File: src/rtl/cpu_pkg.sv
// rtl/cpu_pkg.sv - shared types and constants for the instruction-fetch path
package cpu_pkg;

    typedef enum logic [2:0] {
        ST_IDLE,
        ST_FETCH,
        ST_EXEC,
        ST_HOLD,
        ST_ERROR
    } fetch_state_t;

    localparam logic [31:0] RESET_PC_DEFAULT = 32'h0000_3000;
    localparam int unsigned INSTR_BYTES      = 4;
    localparam logic [31:0] ALIGN_MASK       = 32'(INSTR_BYTES - 1);

    // A PC is usable only if it sits on an instruction-word boundary.
    function automatic logic is_aligned(input logic [31:0] addr);
        return (addr & ALIGN_MASK) == 32'h0;
    endfunction

endpackage

File: src/rtl/fetch_watchdog.sv
// rtl/fetch_watchdog.sv - bounded wait counter for instruction-memory acknowledgements
module fetch_watchdog #(
    parameter int TIMEOUT = 15
) (
    input  logic clk,
    input  logic rst_n,
    input  logic clear,
    input  logic enable,
    output logic expired
);

    localparam int W = $clog2(TIMEOUT + 1);
    localparam logic [W-1:0] LIMIT = W'(TIMEOUT);

    logic [W-1:0] count;

    // Count waiting cycles; saturate at the limit so the counter never wraps.
    always_ff @(posedge clk or negedge rst_n) begin
        if (!rst_n) begin
            count <= '0;
        end else if (clear) begin
            count <= '0;
        end else if (enable && (count != LIMIT)) begin
            count <= count + 1'b1;
        end
    end

    assign expired = (count == LIMIT);

endmodule

File: src/rtl/fetch_sequencer.sv
// rtl/fetch_sequencer.sv - PC owner and multi-cycle instruction fetch controller
module fetch_sequencer
    import cpu_pkg::*;
#(
    parameter logic [31:0] RESET_PC = RESET_PC_DEFAULT,
    parameter int          TIMEOUT  = 15
) (
    input  logic        clk,
    input  logic        rst_n,
    output logic        imem_req,
    output logic [31:0] imem_addr,
    input  logic        imem_ack,
    input  logic [31:0] imem_rdata,
    output logic [31:0] ins_addr,
    output logic [31:0] ins,
    output logic        ins_valid,
    input  logic        ins_done,
    input  logic [31:0] next_ins_addr,
    input  logic        stall,
    output logic        fetch_err,
    output logic [31:0] retired_cnt
);

    fetch_state_t state, state_nxt;
    logic         wd_expired;
    logic         in_fetch;
    logic         commit;

    assign in_fetch = (state == ST_FETCH);
    assign commit   = (state == ST_EXEC) && ins_done;

    // Watchdog sits at zero outside FETCH, so every FETCH entry starts a fresh window.
    fetch_watchdog #(
        .TIMEOUT (TIMEOUT)
    ) u_watchdog (
        .clk     (clk),
        .rst_n   (rst_n),
        .clear   (!in_fetch),
        .enable  (in_fetch && !imem_ack),
        .expired (wd_expired)
    );

    // State register.
    always_ff @(posedge clk or negedge rst_n) begin
        if (!rst_n) begin
            state <= ST_IDLE;
        end else begin
            state <= state_nxt;
        end
    end

    // Next-state logic; an ack in the expiry cycle takes priority over the fault.
    always_comb begin
        state_nxt = state;
        case (state)
            ST_IDLE:  state_nxt = stall ? ST_HOLD : ST_FETCH;
            ST_FETCH: begin
                if (imem_ack) begin
                    state_nxt = ST_EXEC;
                end else if (wd_expired) begin
                    state_nxt = ST_ERROR;
                end
            end
            ST_EXEC: begin
                if (ins_done) begin
                    if (!is_aligned(next_ins_addr)) begin
                        state_nxt = ST_ERROR;
                    end else if (stall) begin
                        state_nxt = ST_HOLD;
                    end else begin
                        state_nxt = ST_FETCH;
                    end
                end
            end
            ST_HOLD:  state_nxt = stall ? ST_HOLD : ST_FETCH;
            ST_ERROR: state_nxt = ST_ERROR;
            default:  state_nxt = ST_ERROR;
        endcase
    end

    // PC, instruction holding register and retirement counter.
    always_ff @(posedge clk or negedge rst_n) begin
        if (!rst_n) begin
            ins_addr    <= RESET_PC;
            ins         <= '0;
            retired_cnt <= '0;
        end else begin
            if (in_fetch && imem_ack) begin
                ins <= imem_rdata;
            end
            if (commit) begin
                ins_addr    <= next_ins_addr;
                retired_cnt <= retired_cnt + 32'd1;
            end
        end
    end

    // Moore outputs; reset forces IDLE, so the request drops asynchronously.
    assign imem_req  = in_fetch;
    assign imem_addr = ins_addr;
    assign ins_valid = (state == ST_EXEC);
    assign fetch_err = (state == ST_ERROR);

endmodule

File: config.mk
export PLATFORM = sky130hd
export DESIGN_NAME = fetch_sequencer
export DESIGN_NICKNAME = d
export VERILOG_FILES = /design/src/rtl/cpu_pkg.sv /design/src/rtl/fetch_watchdog.sv /design/src/rtl/fetch_sequencer.sv
export SDC_FILE = /design/constraint.sdc
export NUM_CORES = 1
export LEC_CHECK = 0
export BUFFER_PORTS_ARGS = -buffer_cell sky130_fd_sc_hd__buf_4
export CAP_MARGIN = 20
export CORE_UTILIZATION = 35
export CTS_CLUSTER_SIZE = 24
export DETAILED_ROUTE_END_ITERATION = 16
export GPL_TIMING_DRIVEN = 0
export PLACE_DENSITY = 0.75
export SYNTH_ARGS = -nofsm -noshare
export SYNTH_HDL_FRONTEND = slang
export SYNTH_HIERARCHICAL = 1
export SYNTH_SLANG_ARGS = --single-unit
File: constraint.sdc
create_clock -name clk -period 1.73 [get_ports clk]
set_input_delay 0.0865 -clock clk [delete_from_list [all_inputs] [get_ports clk]]
set_output_delay 0.0865 -clock clk [all_outputs]
set_load 0.03 [all_outputs]
==> flow_summary.ini <==
[die]
die_w_um = 116.6
die_area_um2 = 13600
rows = 41
die_h_um = 116.6
io_pins = 200
initial_core_util_pct = 36.15
core_area_um2 = 12720

[synth]
async_reset_ff_share_pct = 100.0
syn_area_um2 = 4599
synth_top_family_by_area = simple AND/OR/NAND/NOR gates
synth-compound-area-share_pct = 1.279
synth.largest_area_cell = dfrtp_1
yosysMostFrequentCell = nand2_1
ys_top_cells_by_area = dfrtp_1 (55%), nand2_1 (9.4%), mux2_2 (7.8%), buf_4 (5.7%), xnor2_1 (3.4%)
synth_nets = 491
synthSimpleGateAreaFrac_pct = 20.27
ys_warn_count = 6
synthTopCellsByCount = nand2_1 (115), dfrtp_1 (101), buf_4 (35), mux2_2 (32), xnor2_1 (18)
avgSynthCellArea_um2 = 10.95
synth-edff-count = 0
synth_seq_cells = 103
synth_top_area_share_pct = 54.95
ys_types = 47
syn_inst = 420
synthAdderAreaFrac_pct = 0.5441
synth_xor_area_share_pct = 5.903
synth-seq-area-share_pct = 56.09
synth_mux_area_share_pct = 8.379
ys.flop_type = dfrtp_1

[critical_path]
critPathBufInv = 0
reg2reg_depth = 4
r2r-start = state[0]
path_cells = nand4bb_4 > or4_4 > nor4_1 > xor2_1
cp.depth = 4
cp_top_family = simple AND/OR/NAND/NOR gates
start_kind = flip-flop
regToRegSetupSlack_ns = -0.02
critPathKind = flip-flop to flip-flop
cp_slowest_stage_delay_ns = 0.51
reg2reg_to = retired_cnt[18]
cp.required_ns = 2.00
cp-end-kind = flip-flop
path_max_fanout = 4
crit_arrival_ns = 2.02
cp-endpoint = retired_cnt[18]
critPathSlowestCell = or4_4
cp-startpoint = state[0]

[sta]
finalSetupViolCount = 4
worst_pin_slew_ns = 0.5671
finalSetupTns_ns = -0.03602
rsz0062_at_grt = yes
max_freq_mhz = 571.9
hold_violations = 0
layout_setup_ws_ns = -0.01843
fin_crit_ns = 1.748
fin_skew_ns = 0.004586
slew_headroom_pct = 62.19
timing.final.crit_share_pct = 101.1
drv_slew = 0

[layout]
layout.cells.non_filler = 897
final_nets = 791
insertedDiodeCount = 0
multi_input_area_um2 = 1785
fillers = 1032
fin_util_pct = 60.38
syn2layout_area_growth_pct = 67.00
drive_gt1_share_pct = 50.21
regArea_um2 = 2601

[placement]
place.gp.congestion = 0.8075
hpwlAfterDp_mm = 8.608
place_ws_ns = -0.2572
port_buffers = 199
dp.cells = 792

[routing]
drt-vias-per-instance = 4.618
detail-route-antenna-nets = 0
post_drt_wl_per_cell_um = 15.00
totalWireLength_mm = 13.46
drt_first_pass_iters = 4
vias = 4142
first_iter_violations = 157
drc_errors = 0

[hold_path]
min_path_cells = 3
min_from = imem_ack
min_path_type = input pin to flip-flop

[clock_tree]
cts.clk_slew.worst_paths_ns = 0.07
cts_buffers = 9
insertion_delay_ns = 0.35
cts_sinks = 103
cts-root-buf = clkbuf_16
cts_tree = built
clock_path_buffers = 2
cts_htree_levels = 3

[global_route]
grt_pass1_vias = 4211
grt_antenna_before_repair = 0
grt_overflow_total = 0
grt_util_all_layers_pct = 20.06
grt_first_pass_wirelength_mm = 20.84
grt_max_degree = 63

[run]
maxCapViolCount = 0

[power]
irDropWorstVdd_v = 0.0008234
cellPowerDensity_nw_per_um2 = 1392
p_total_w = 0.01069
leakage_nw = 4.006

[outcome]
outcome = finished with violations
violations = negative setup slack
## layout by cell type (no fill, tap or decap), types with 4 or more instances in the layout
cell type | synthesis | layout
xnor2_1 | 18 | 18
nand4_1 | 11 | 11
buf_4 | 35 | 253
xor2_1 | 13 | 13
nor3_1 | 6 | 6
nor2_2 | 0 | 5
nand3_1 | 9 | 9
buf_6 | 1 | 9
nor3_4 | 0 | 4
dlygate4sd3_1 | 0 | 65
nor2_1 | 12 | 7
nand2_1 | 115 | 114
mux2_2 | 32 | 30
inv_1 | 9 | 8
dfrtp_1 | 101 | 84
clkbuf_16 | 0 | 9
dfrtp_2 | 0 | 17
## per-layer routing
metal / share of wire (%) / wire length [um] / global-route usage (%) / up-vias
li1: - / - / - / 1948
met1: 38 / 5054 / 22.15 / 2044
met2: 55 / 7442 / 37.28 / 129
met3: 5.3 / 711 / 5.138 / 21
met4: 1.8 / 248 / 6.751 / 0
met5: 0 / 0 / 0 / -
## repair_timing
item	CTS	global route
hold buffers	65	0
hold endpoints to repair	105	0
setup buffers	16	6
endpoints found under the setup margin	86	85
gates cloned	4	0
pin swaps	11	6
resized for setup	30	12
## where the power goes
part	switching [W]	leakage, nW	internal [W]
Clock	0.000908	0.144	0.00115
Combinational	0.00286	2.55	0.00219
Sequential	0.000490	1.31	0.00309
Total	0.00426	4.01	0.00643
## flip-flops by register name, summed over array words and instances (netlist names)
signal            count
retired_cnt          32
ins                  32
u_watchdog/count      4
state                 3
imem_addr            32
## worst min-delay path by stage
stage / to / slack (ns)
finish: state[0] / 0.07
floorplan: imem_addr[0] / -0.21
global route: state[0] / 0.07
CTS: state[0] / 0.05
detailed placement: imem_addr[17] / 0.12
global placement: imem_addr[30] / 0.28
## tightest hold or removal path, stage by stage
cell	delay, ns
buf_4	0.10
or3_4	0.12
o21ai_0	0.07
## metrics by stage
stage                     hold slack, ns  instance area [um2]
after floorplan                  -0.2091                 4651
after global placement            0.2774                 6360
after detailed placement          0.1217                 6387
after CTS                        0.05112                 7599
after global routing             0.07433                 7681
final                            0.07113                 7681
## layout make-up
class	count	area share (%)
buffer	43	4.480
multi-input combinational	263	23.24
clock buffer	10	3.111
inverter	9	0.4398
timing repair buffer	291	31.28
clock inverter	6	0.7819
tap	172	2.802
sequential	103	33.87
## kinds of logic (layout without fill, tap and decap cells)
group	after synthesis	in the layout
flip-flops	103	103
AND/OR/NAND/NOR	186	186
adder cells (fa/ha/maj)	2	2
AO/OA/AOI/OAI	10	10
buffers and inverters	54	359
XOR/XNOR	31	31
multiplexers	34	34
Note: power is estimated with default switching activity, not from simulation.
